`config.mk`:
```
export PLATFORM = sky130hd
export DESIGN_NAME = writeback_stage
export DESIGN_NICKNAME = d
export VERILOG_FILES = /design/src/rtl/writeback_stage.sv
export SDC_FILE = /design/constraint.sdc
export NUM_CORES = 1
export LEC_CHECK = 0
export CORE_MARGIN = 3
export CORE_UTILIZATION = 25
export DETAILED_ROUTE_END_ITERATION = 6
export PLACE_DENSITY = 0.54
export SYNTH_ARGS = -nofsm -noshare
export SYNTH_HDL_FRONTEND = slang
export SYNTH_SLANG_ARGS = --single-unit
```
`constraint.sdc`:
```
create_clock -name clk -period 4.72 [get_ports clk]
set_input_delay 0.944 -clock clk [delete_from_list [all_inputs] [get_ports clk]]
set_output_delay 0.944 -clock clk [all_outputs]
set_load 0.01 [all_outputs]
```
`src/rtl/writeback_stage.sv`:
```
// WB stage: MEM/WB pipeline buffer, write-back source select, last-write bypass record
// and retired-instruction counter.
module writeback_stage #(
    parameter int W  = 16,
    parameter int N  = 3,
    parameter int CW = 16
) (
    input  logic          clk,
    input  logic          rst,
    input  logic          stall,
    input  logic          flush,
    input  logic          mem_valid,
    input  logic [2:0]    mem_WB_signals,
    input  logic [W-1:0]  mem_alu_result,
    input  logic [W-1:0]  mem_read_data,
    input  logic [W-1:0]  mem_in_port,
    input  logic [W-1:0]  mem_imm,
    input  logic [N-1:0]  mem_dst,
    output logic          regWrite,
    output logic [W-1:0]  WD,
    output logic [N-1:0]  WA,
    output logic          byp_valid,
    output logic [N-1:0]  byp_addr,
    output logic [W-1:0]  byp_data,
    output logic [CW-1:0] retired_count
);

    logic          v_q, v_d;
    logic          rw_q, rw_d;
    logic [1:0]    sel_q, sel_d;
    logic [W-1:0]  alu_q, alu_d;
    logic [W-1:0]  rdata_q, rdata_d;
    logic [W-1:0]  inp_q, inp_d;
    logic [W-1:0]  imm_q, imm_d;
    logic [N-1:0]  dst_q, dst_d;

    logic          byp_valid_q, byp_valid_d;
    logic [N-1:0]  byp_addr_q, byp_addr_d;
    logic [W-1:0]  byp_data_q, byp_data_d;

    logic [CW-1:0] cnt_q, cnt_d;
    logic          load;

    function automatic logic [W-1:0] select_wd(
        input logic [1:0]   sel,
        input logic [W-1:0] alu,
        input logic [W-1:0] rdata,
        input logic [W-1:0] inp,
        input logic [W-1:0] imm
    );
        logic [W-1:0] r;
        case (sel)
            2'b00:   r = alu;
            2'b01:   r = rdata;
            2'b10:   r = inp;
            default: r = imm;
        endcase
        return r;
    endfunction

    // Buffer next state: flush beats stall; a bubble clears every field.
    always_comb begin
        load    = !flush && !stall;
        v_d     = v_q;
        rw_d    = rw_q;
        sel_d   = sel_q;
        alu_d   = alu_q;
        rdata_d = rdata_q;
        inp_d   = inp_q;
        imm_d   = imm_q;
        dst_d   = dst_q;
        if (flush) begin
            v_d     = 1'b0;
            rw_d    = 1'b0;
            sel_d   = 2'b00;
            alu_d   = '0;
            rdata_d = '0;
            inp_d   = '0;
            imm_d   = '0;
            dst_d   = '0;
        end else if (!stall) begin
            v_d     = mem_valid;
            rw_d    = mem_WB_signals[2] & mem_valid;
            sel_d   = mem_WB_signals[1:0];
            alu_d   = mem_alu_result;
            rdata_d = mem_read_data;
            inp_d   = mem_in_port;
            imm_d   = mem_imm;
            dst_d   = mem_dst;
        end
    end

    always_comb begin
        regWrite = v_q & rw_q;
        WA       = dst_q;
        WD       = select_wd(sel_q, alu_q, rdata_q, inp_q, imm_q);
    end

    // A stalled write repeats every cycle; it is recorded only when it finally leaves.
    always_comb begin
        byp_valid_d = byp_valid_q;
        byp_addr_d  = byp_addr_q;
        byp_data_d  = byp_data_q;
        if (regWrite && !stall) begin
            byp_valid_d = 1'b1;
            byp_addr_d  = WA;
            byp_data_d  = WD;
        end
    end

    always_comb begin
        cnt_d = cnt_q;
        if (load && mem_valid) begin
            cnt_d = cnt_q + CW'(1);
        end
    end

    always_ff @(posedge clk) begin
        if (rst) begin
            v_q         <= 1'b0;
            rw_q        <= 1'b0;
            sel_q       <= 2'b00;
            alu_q       <= '0;
            rdata_q     <= '0;
            inp_q       <= '0;
            imm_q       <= '0;
            dst_q       <= '0;
            byp_valid_q <= 1'b0;
            byp_addr_q  <= '0;
            byp_data_q  <= '0;
            cnt_q       <= '0;
        end else begin
            v_q         <= v_d;
            rw_q        <= rw_d;
            sel_q       <= sel_d;
            alu_q       <= alu_d;
            rdata_q     <= rdata_d;
            inp_q       <= inp_d;
            imm_q       <= imm_d;
            dst_q       <= dst_d;
            byp_valid_q <= byp_valid_d;
            byp_addr_q  <= byp_addr_d;
            byp_data_q  <= byp_data_d;
            cnt_q       <= cnt_d;
        end
    end

    assign byp_valid     = byp_valid_q;
    assign byp_addr      = byp_addr_q;
    assign byp_data      = byp_data_q;
    assign retired_count = cnt_q;

endmodule

```
-- Yosys cells after proc, flatten, opt, wreduce, memory -nomap -nowiden
Index checks and enable logic that the tools add are counted.
- register bits after elaboration: 107
- input port bits: 75
- output and inout port bits: 56
- logic and storage cells: 25
- add/sub/neg operators: 1
- eq/ne operators: 2
- muxes and demuxes: 1
- bitwise gates (word level): 2
- reductions and logical operators: 7
- operator list (cell ; number):
    $pmux W16 S3 ; 1
    $add A16 B1 Y16 const B ; 1
    $logic_and A1 B1 Y1 ; 3
    $and A1 B1 Y1 ; 2
    $eq A2 B1 Y1 const B ; 1
    $eq A2 B2 Y1 const B ; 1
    $logic_not A1 Y1 ; 2
    $logic_not A2 Y1 ; 1
    $reduce_or A2 Y1 ; 1

-- Depth between registers and ports, before layout
- word-level depth: 3
- mapped depth: 6
- gate-level depth less buffers: 5

-- Worst setup path after synthesis
No wires, ideal clock.
- path kind: register -> output
- start: register sel_q[1]
- end: output WD[0]
- data arrival time: 1.306 ns
- data required time: 3.776 ns
- setup slack: 2.470 ns
- stages on the path, launching flop included: 4
- buffers on the path: 2
- cells stage by stage: dfxtp_1 > buf_2 > buf_4 > mux4_2
- word-level cells in the longest chain between the ends: 2
- elaborated cells on any way between the ends: 4
- classes of those cells: eq/ne: 2; mux: 1; reduce/logical: 1
- RTL lines (what ; line ; text):
    start: declaration ; 30 ; logic [1:0] sel_q, sel_d;
    start signal: assignment ; 135 ; sel_q <= sel_d;
    $eq A2 B2 Y1, or another cell as far along ; 52 ; case (sel)
    $pmux W16 S3 * ; 52 ;
    end: declaration ; 20 ; output logic [W-1:0] WD,
Mark *: on every way between the ends. The rest lies on a longest branch, timed or not.

-- Final worst setup path
- start: register sel_q[1]
- end: output WD[2]
The elaborated chain is that of the path after synthesis.

==> results.sh <==
export IMPL_status="finished, final reports clean"
export IMPL_preCtsSetupSlack_ps=1710
export IMPL_setup_worst_path_end_class="primary output"
export IMPL_chipHeight_um=138
export IMPL_synth_top_family_by_area="multiplexers"
export IMPL_htree_levels=3
export IMPL_yosys_area_share_simple=0.164
export IMPL_clk_pin_slew_ps=70
export IMPL_num_io_pins=131
export IMPL_post_cts_buffers=0
export IMPL_drt_wirelength_per_cell_um=15.6
export IMPL_max_freq_mhz=312
export IMPL_antenna_left=0
export IMPL_top_usage_layer="met2"
export IMPL_cp_slowest_cell="dfxtp_2"
export IMPL_synthMuxAreaShare=0.250
export IMPL_final_cell_mix="128 x clkdlybuf4s50_1, 106 x dfxtp_1, 88 x nor2_1"
export IMPL_finalHoldViolCount=0
export IMPL_required_ps=3780
export IMPL_cts_buffers=9
export IMPL_crit_family="flip-flops"
export IMPL_cts_sinks=107
export IMPL_slew_viol_final=0
export IMPL_synth_seq_area_share=0.494
export IMPL_root_buffer="clkbuf_16"
export IMPL_num_rows=47
export IMPL_power_density_nw_per_um2=300
export IMPL_ctsHoldBuffers=0
export IMPL_globalplace_congestion=0.821
export IMPL_worst_slew_pin_slew_ps=1140
export IMPL_grt_overflow_total=0
export IMPL_antenna_found_initial=1
export IMPL_synth_seq_cells=107
export IMPL_clk_latency_ps=340
export IMPL_worst_slack_ps=1520
export IMPL_crit_chain="mux4_2 > clkdlybuf4s50_1"
export IMPL_die_w_um=138
export IMPL_initial_core_util=0.259
export IMPL_slew_headroom=0.241
export IMPL_core_um2=16800
export IMPL_grt_pass1_wl_um=18500
export IMPL_dieArea_um2=19000
export IMPL_period_share=0.678
export IMPL_syn_area_um2=4340
export IMPL_cp_depth=2
export IMPL_area_growth_pct=39.5
export IMPL_syn_nets=501
export IMPL_critPathMaxStageDelay_ps=770
export IMPL_final_common_cell="clkdlybuf4s50_1"
export IMPL_drive_gt1_frac=0.0790
export IMPL_track_usage=0.128
export IMPL_leakage_nw=2.26
export IMPL_synth_cell_types=37
export IMPL_clockBufferDepth=2
export IMPL_drc=0
export IMPL_layout_nets=616
export IMPL_holdWs_ps=455
export IMPL_setup_tns_ps=0
export IMPL_yosys_warnings=0
export IMPL_worst_path_buf_inv=1
export IMPL_hold_class="register to register"
export IMPL_diodes=0
export IMPL_cap_violations=0
export IMPL_finalCriticalPeriod_ps=3200
export IMPL_cts_resized=0
export IMPL_arrival_ps=2260
export IMPL_final_setup_skew_ps=4.60
export IMPL_via_per_inst=4.53
export IMPL_cts_tree="built"
export IMPL_ir_drop_uv=178
export IMPL_synthAdderAreaFrac=0.00289
export IMPL_synth_avg_cell_area_um2=10.2
export IMPL_critPathMaxFanout=17
export IMPL_dp_hpwl_um=8350
export IMPL_synth_compound_area_share=0.0332
export IMPL_grt_util_met3=0.0416
export IMPL_cp_start_kind="register"
export IMPL_grt_util_met2=0.204
export IMPL_wirelength_um=11900
export IMPL_min_path_cells=2
export IMPL_synth_xor_area_frac=0.0202
export IMPL_critPathKind="register to primary output"
export IMPL_rsz0062_at_grt="false"
export IMPL_r2r_cells=4
export IMPL_grt_max_degree=58
export IMPL_synthCells=425
export IMPL_portBuffers=130
export IMPL_vias=3458
export IMPL_grt_pass1_vias=3432
export IMPL_use_met1=0.165
export IMPL_report_final_setup_viol=0
export IMPL_drt_first_pass_iters=6
export IMPL_first_iter_violations=202
==> cells in the mapped netlist <==
cell         n  area share
a21o_1       1      0.0017
a21oi_1     23       0.027
a31o_2       1      0.0020
and2_1       2      0.0029
and2_2       1      0.0017
and3_1       1      0.0014
and4_1       1      0.0020
buf_1        1     0.00086
buf_2       11       0.013
buf_4        2      0.0035
clkbuf_1    14       0.012
clkbuf_8     2      0.0064
dfxtp_1    107        0.49
ha_1         1      0.0029
inv_1        1     0.00086
mux2_2       1      0.0026
mux2i_1     71        0.16
mux4_2      16       0.083
nand2_1     41       0.035
nand2b_1     1      0.0014
nand3_1      3      0.0035
nand3_2      1      0.0023
nand4_1      7       0.010
nand4bb_1    2      0.0052
nor2_1      88       0.076
nor2b_1      2      0.0029
nor3_1       3      0.0035
nor3b_1      1      0.0017
nor3b_4      1      0.0043
nor4_1       3      0.0043
o21ai_0      1      0.0012
o31ai_1      1      0.0017
or2_2        1      0.0014
or3_1        1      0.0014
or4_1        1      0.0017
xnor2_1      5       0.010
xor2_1       5       0.010
==> metal layers <==
metal | wire, um | vias to the layer above
met5 | 7 | -
met4 | 177 | 2
met1 | 5350 | 1635
met3 | 883 | 19
met2 | 5490 | 120
li1 | - | 1682
==> power by group <==
group / switching, W / internal [W] / total (W)
sequential: 0.0000145 / 0.000923 / 0.000937
combinational: 0.0000719 / 0.000109 / 0.000181
clock: 0.000326 / 0.000368 / 0.000694
==> final timing paths <==
| path | from | end | slack [ps] |
|---|---|---|---|
| hold / removal | byp_data[15] | byp_data[15] | 460 |
| setup reg to reg | v_q | byp_data[6] | 2960 |
| hold reg to reg | byp_data[15] | byp_data[15] | 460 |
| setup / recovery | sel_q[1] | WD[2] | 1520 |
==> per-stage QoR <==
stage,power [W],cells,cell area [um2],utilization
after floorplan,0.00104,425,4340,-
after global placement,0.00114,749,5780,0.345
after detailed placement,0.00114,749,5780,0.345
after CTS,0.00184,764,6050,0.361
after global routing,0.00189,764,6050,0.361
final,0.00181,764,6050,0.361
==> worst reg2reg max path, stage by stage, from the launching register on <==
cell and delay [ps]:
dfxtp_1 330, and2_1 160, nor2b_2 900, nand2_1 150, a21oi_1 160
==> layout make-up <==
class / count / area (um2)
Sequential cell: 107 / 2140
Multi-Input combinational cell: 287 / 2040
Clock inverter: 3 / 15.0
Fill cell: 1676 / 10700
Inverter: 1 / 3.75
Clock buffer: 12 / 246
Timing Repair Buffer: 134 / 1320
Tap cell: 220 / 275
==> sequential cells by signal (all words and copies together), names as in the netlist <==
name           count
alu_q             16
byp_data          16
imm_q             16
inp_q             16
rdata_q           16
retired_count     16
WA                 3
byp_addr           3
sel_q              2
byp_valid          1
rw_q               1
v_q                1
==> kinds of logic after synthesis <==
logic type / after synthesis
AOI/OAI and AO/OA: 27
xor gates and xnor gates: 10
adders and majority gates: 1
buffers and inverters: 31
DFF: 107
muxes: 88
and+or+nand+nor: 161
No activity file was read; power rests on OpenSTA's default activity.
==> variant 1, RTL diff (config.mk and constraints unchanged) <==
Register the output `retired_count` once more, without a reset; this adds one clock of latency there. The other outputs are not delayed to match.
--- a/src/rtl/writeback_stage.sv
+++ b/src/rtl/writeback_stage.sv
@@ -148,7 +148,9 @@
     assign byp_valid     = byp_valid_q;
     assign byp_addr      = byp_addr_q;
     assign byp_data      = byp_data_q;
-    assign retired_count = cnt_q;
+    always_ff @(posedge clk) begin
+        retired_count <= cnt_q;
+    end
 
 endmodule
 
Check against the original RTL: not equivalent (a bounded check fails within 4 cycles, from zero or initial values and one cycle with rst high).
==> variant 1 against the unedited design <==
Cell count grew 5.6%; area after synthesis grew 7.4%; via count is 4.4% higher; final area grew 12%; sequential share of layout area is 0.97 points higher; sequential cell count grew 16; synthesized cell count grew 3.8%; count of clock-buffer cells in the layout increased by 9; worst setup slack worse by 0.27 ns; routed wire length increased by 6.3%; clock power rose by 100%; total power grew 47%.
==> variant 1: results <==
group,metric,value,unit
status,run_status,"completed",
finish,inverters,1,
yosys,synthTopCellsByArea,"sky130_fd_sc_hd__dfxtp_1 53%, sky130_fd_sc_hd__mux2i_1 15%, sky130_fd_sc_hd__mux4_2 7.7%, sky130_fd_sc_hd__nor2_1 7.1%, sky130_fd_sc_hd__nand2_1 3.3%",
critical_path,critical_path_peak_fanout,10,
min_path,hold_path_startpoint,"cnt_q[15]",
sta,final.setup_skew,0.00462,ns
yosys,synth_fa_ha_area_share,0.269,%
critical_path,worst_setup_path_startpoint,"sel_q[0]",
cts,h-tree-depth,4,
sta,timing.slew.headroom,24.5,%
yosys,synth_compound_area_share,3.09,%
route,routed_wl,12700,um
finish,num-clock-buffers,21,
finish,clkCellAreaFrac,9.51,%
cts,clkSlewWorstSetupHoldPaths,0.05,ns
critical_path,r2r_cells,4,
route,routed_via_density,4.47,
global_routing,track_usage,12.6,%
yosys,synth_area_in_xor_xnor,1.88,%
route,num_vias,3609,
finish,layout.nonclk_buf_share,19.6,%
cts,tritoncts.num_buffers,17,
critical_path,critical_path.endpoint,"WD[15]",
placement,place.detailed.hpwl,8960,um
finish,final_nets,640,
global_routing,globalRouteMet2Util,19.6,%
critical_path,worst_r2r_endpoint,"byp_data[6]",
finish,flops_and_latches,123,
route,drt_iter0_markers,183,
yosys,synth.net_count,517,
global_routing,grt_antenna_before_repair,1,
yosys,top_post_synthesis_cells_by_count,"123 x sky130_fd_sc_hd__dfxtp_1, 88 x sky130_fd_sc_hd__nor2_1, 71 x sky130_fd_sc_hd__mux2i_1",
global_routing,vias_in_the_first_global_route,3679,
global_routing,grt_first_pass_wirelength,19500,um
yosys,post_synth_mux_area_share,23.2,%
finish,final.fill_count,1827,
finish,post_route_cells_drive_above_1_share,10.2,%
yosys,mean_post_synth_cell_area,10.6,um2
placement,place_inst,774,
global_routing,groute.layer.met3.usage,3.56,%
sta,shortest_period_the_worst_path_allows,3.47,ns
global_routing,met1_usage_in_global_routing,16.5,%
yosys,synth-seq-area-share,52.9,%
global_routing,grt_max_degree,55,
critical_path,ff2ff_setup_slack,2.79,ns
min_path,worst_hold_path.endpoint,"retired_count[15]",
power,leakagePower,0.00257,uW
critical_path,critical-path-max-stage-delay,0.70,ns
cts,worst_skew_pair.late_latency,0.41,ns
min_path,holdPathStages,0,
critical_path,worst_path_slowest_cell,"sky130_fd_sc_hd__dfxtp_1",
route,drt-pass1-iter-count,4,
finish,regArea,2460,um2
critical_path,endpoint_arrival_time_on_the_critical_path,2.53,ns
finish,multi_input_area_share,30.2,%
power,ir_worst_vdd,0.221,mV
## variant 1: routing by layer
metal	wire (um)	share of wire, %
met2	5830	46
met1	5990	47
met4	222	1.8
met3	614	4.8
met5	0	0
## variant 1: power breakdown
group	internal (uW)	switching, uW	total (uW)
Clock	950	455	1410
Combinational	110	73.8	183
Sequential	1060	15.2	1080
Total	2120	544	2660
## variant 1: per-stage QoR
step / hold WS [ns] / cell area [um2] / setup slack, ns
after floorplan: 0.344 / 4660 / 2.48
after CTS: 0.367 / 6760 / 1.20
after global routing: 0.375 / 6760 / 1.11
final: 0.366 / 6760 / 1.25
after detailed placement: 0.359 / 6120 / 1.64
after global placement: 0.353 / 6120 / 1.64
## variant 1: cell families (layout without fill, tap and decap cells)
logic type      Yosys count  in the layout
simple gates            161            161
flops                   123            123
mux                      88             88
buf+inv                  31            167
compound gates           27             27
xor+xnor                 10             10
fa+ha+maj                 1              1
other cells               0              1
==> variant 2, RTL diff (config.mk and constraints unchanged) <==
Made on the original files. Set the parameter `W` to 24 (it was 16).
--- a/src/rtl/writeback_stage.sv
+++ b/src/rtl/writeback_stage.sv
@@ -1,7 +1,7 @@
 // WB stage: MEM/WB pipeline buffer, write-back source select, last-write bypass record
 // and retired-instruction counter.
 module writeback_stage #(
-    parameter int W  = 16,
+    parameter int W  = 24,
     parameter int N  = 3,
     parameter int CW = 16
 ) (
Interface: changed (6 resized); port bits go from 131 to 179. The function was not compared with the original's and may differ.
==> variant 2 against the unedited design <==
Worst setup slack worse by 0.23 ns; die area increased by 33%; global-route usage is 0.77 points higher; area after synthesis rose by 35%; total power up 55%; sequential power rose by 38%; routed wire length increased by 41%; final area up 40%; largest power group unchanged; sequential cell count up 40.
==> variant 2: results <==
group,metric,value,unit
status,run_status,"completed",
global_routing,track_usage,13.6,%
yosys,synth.net_count,680,
yosys,synth_cell_type_count,31,
route,wl_met2,7670,um
cts,clockBufferDepth,2,
global_routing,globalRouteMet2Util,21.9,%
critical_path,critical_path_peak_fanout,23,
cts,worst_skew_pair.late_latency,0.41,ns
route,maxUsedRoutingLayer,"met4",
critical_path,ff2ff_setup_slack,2.85,ns
cts,h-tree-depth,4,
yosys,synth-seq-area-share,50.4,%
placement,place.detailed.hpwl,11300,um
power,ir_worst_vdd,0.211,mV
yosys,top_post_synthesis_cells_by_count,"147 x sky130_fd_sc_hd__dfxtp_1, 117 x sky130_fd_sc_hd__nor2_1, 103 x sky130_fd_sc_hd__mux2i_1",
route,routedWlPerCell,15.9,um
critical_path,critical-path-max-stage-delay,0.92,ns
global_routing,met1_usage_in_global_routing,17.1,%
route,num_vias,4534,
power,p_seq_share,46.2,%
placement,preCtsSetupSlack,1.66,ns
power,p_clk_share,44.7,%
route,routed-wl-met3,1150,um
cts,tritoncts.num_buffers,17,
finish,post_route_cells_drive_above_1_share,8.47,%
critical_path,endpoint_arrival_time_on_the_critical_path,2.49,ns
cts,postCtsResizedCells,0,
global_routing,groute.layer.met3.usage,5.04,%
critical_path,timing.rr.start,"sel_q[1]",
sta,final.setup_skew,0.00981,ns
yosys,share_of_synthesized_registers_carrying_an_async_set_or_reset,0,%
placement,port-buffer-count,178,
sta,shortest_period_the_worst_path_allows,3.43,ns
sta,tightestPinTransition,0.938,ns
power,power_per_cell_area,332,nW/um2
sta,finalHoldWorstSlack,0.451,ns
power,power.internal,2160,uW
route,drt_iter0_markers,137,
power,leakagePower,0.00318,uW
route,drt-pass1-iter-count,6,
global_routing,vias_in_the_first_global_route,4720,
global_routing,grt_max_degree,59,
yosys,synthTopCellsByArea,"sky130_fd_sc_hd__dfxtp_1 50%, sky130_fd_sc_hd__mux2i_1 18%, sky130_fd_sc_hd__mux4_2 9.2%, sky130_fd_sc_hd__nor2_1 7.5%, sky130_fd_sc_hd__nand2_1 3.9%",
route,routedLengthMet1,7840,um
min_path,hold_path_startpoint,"byp_data[11]",
global_routing,grt_antenna_before_repair,0,
global_routing,grt_first_pass_wirelength,26900,um
finish,final_nets,840,
## variant 2: cells by family after synthesis
group / Yosys count / share of synthesized area, %
simple gates: 207 / 14.7
flops: 147 / 50.4
mux: 127 / 26.9
buf+inv: 42 / 3.02
compound gates: 38 / 3.30
xor+xnor: 10 / 1.50
fa+ha+maj: 1 / 0.214
## variant 2: per-stage QoR
stage / instance area [um2] / cells
finish: 8440 / 1057
global route: 8440 / 1057
CTS: 8440 / 1057
detailed placement: 7900 / 1026
global placement: 7900 / 1026
floorplan: 5840 / 572
## variant 2: area by class of cell
type / count / area [um2]
Tap cell: 313 / 392
Clock buffer: 22 / 454
Fill cell: 2283 / 14300
Timing Repair Buffer: 183 / 1830
Multi-Input combinational cell: 383 / 2740
Sequential cell: 147 / 2950
Clock inverter: 9 / 83.8
## variant 2: path summary, 6_finish.rpt
check / to / cells after the start
max reg2reg: byp_data[22] / 3
min reg2reg: byp_data[11] / 2
min: byp_data[11] / 2
max: WD[22] / 2
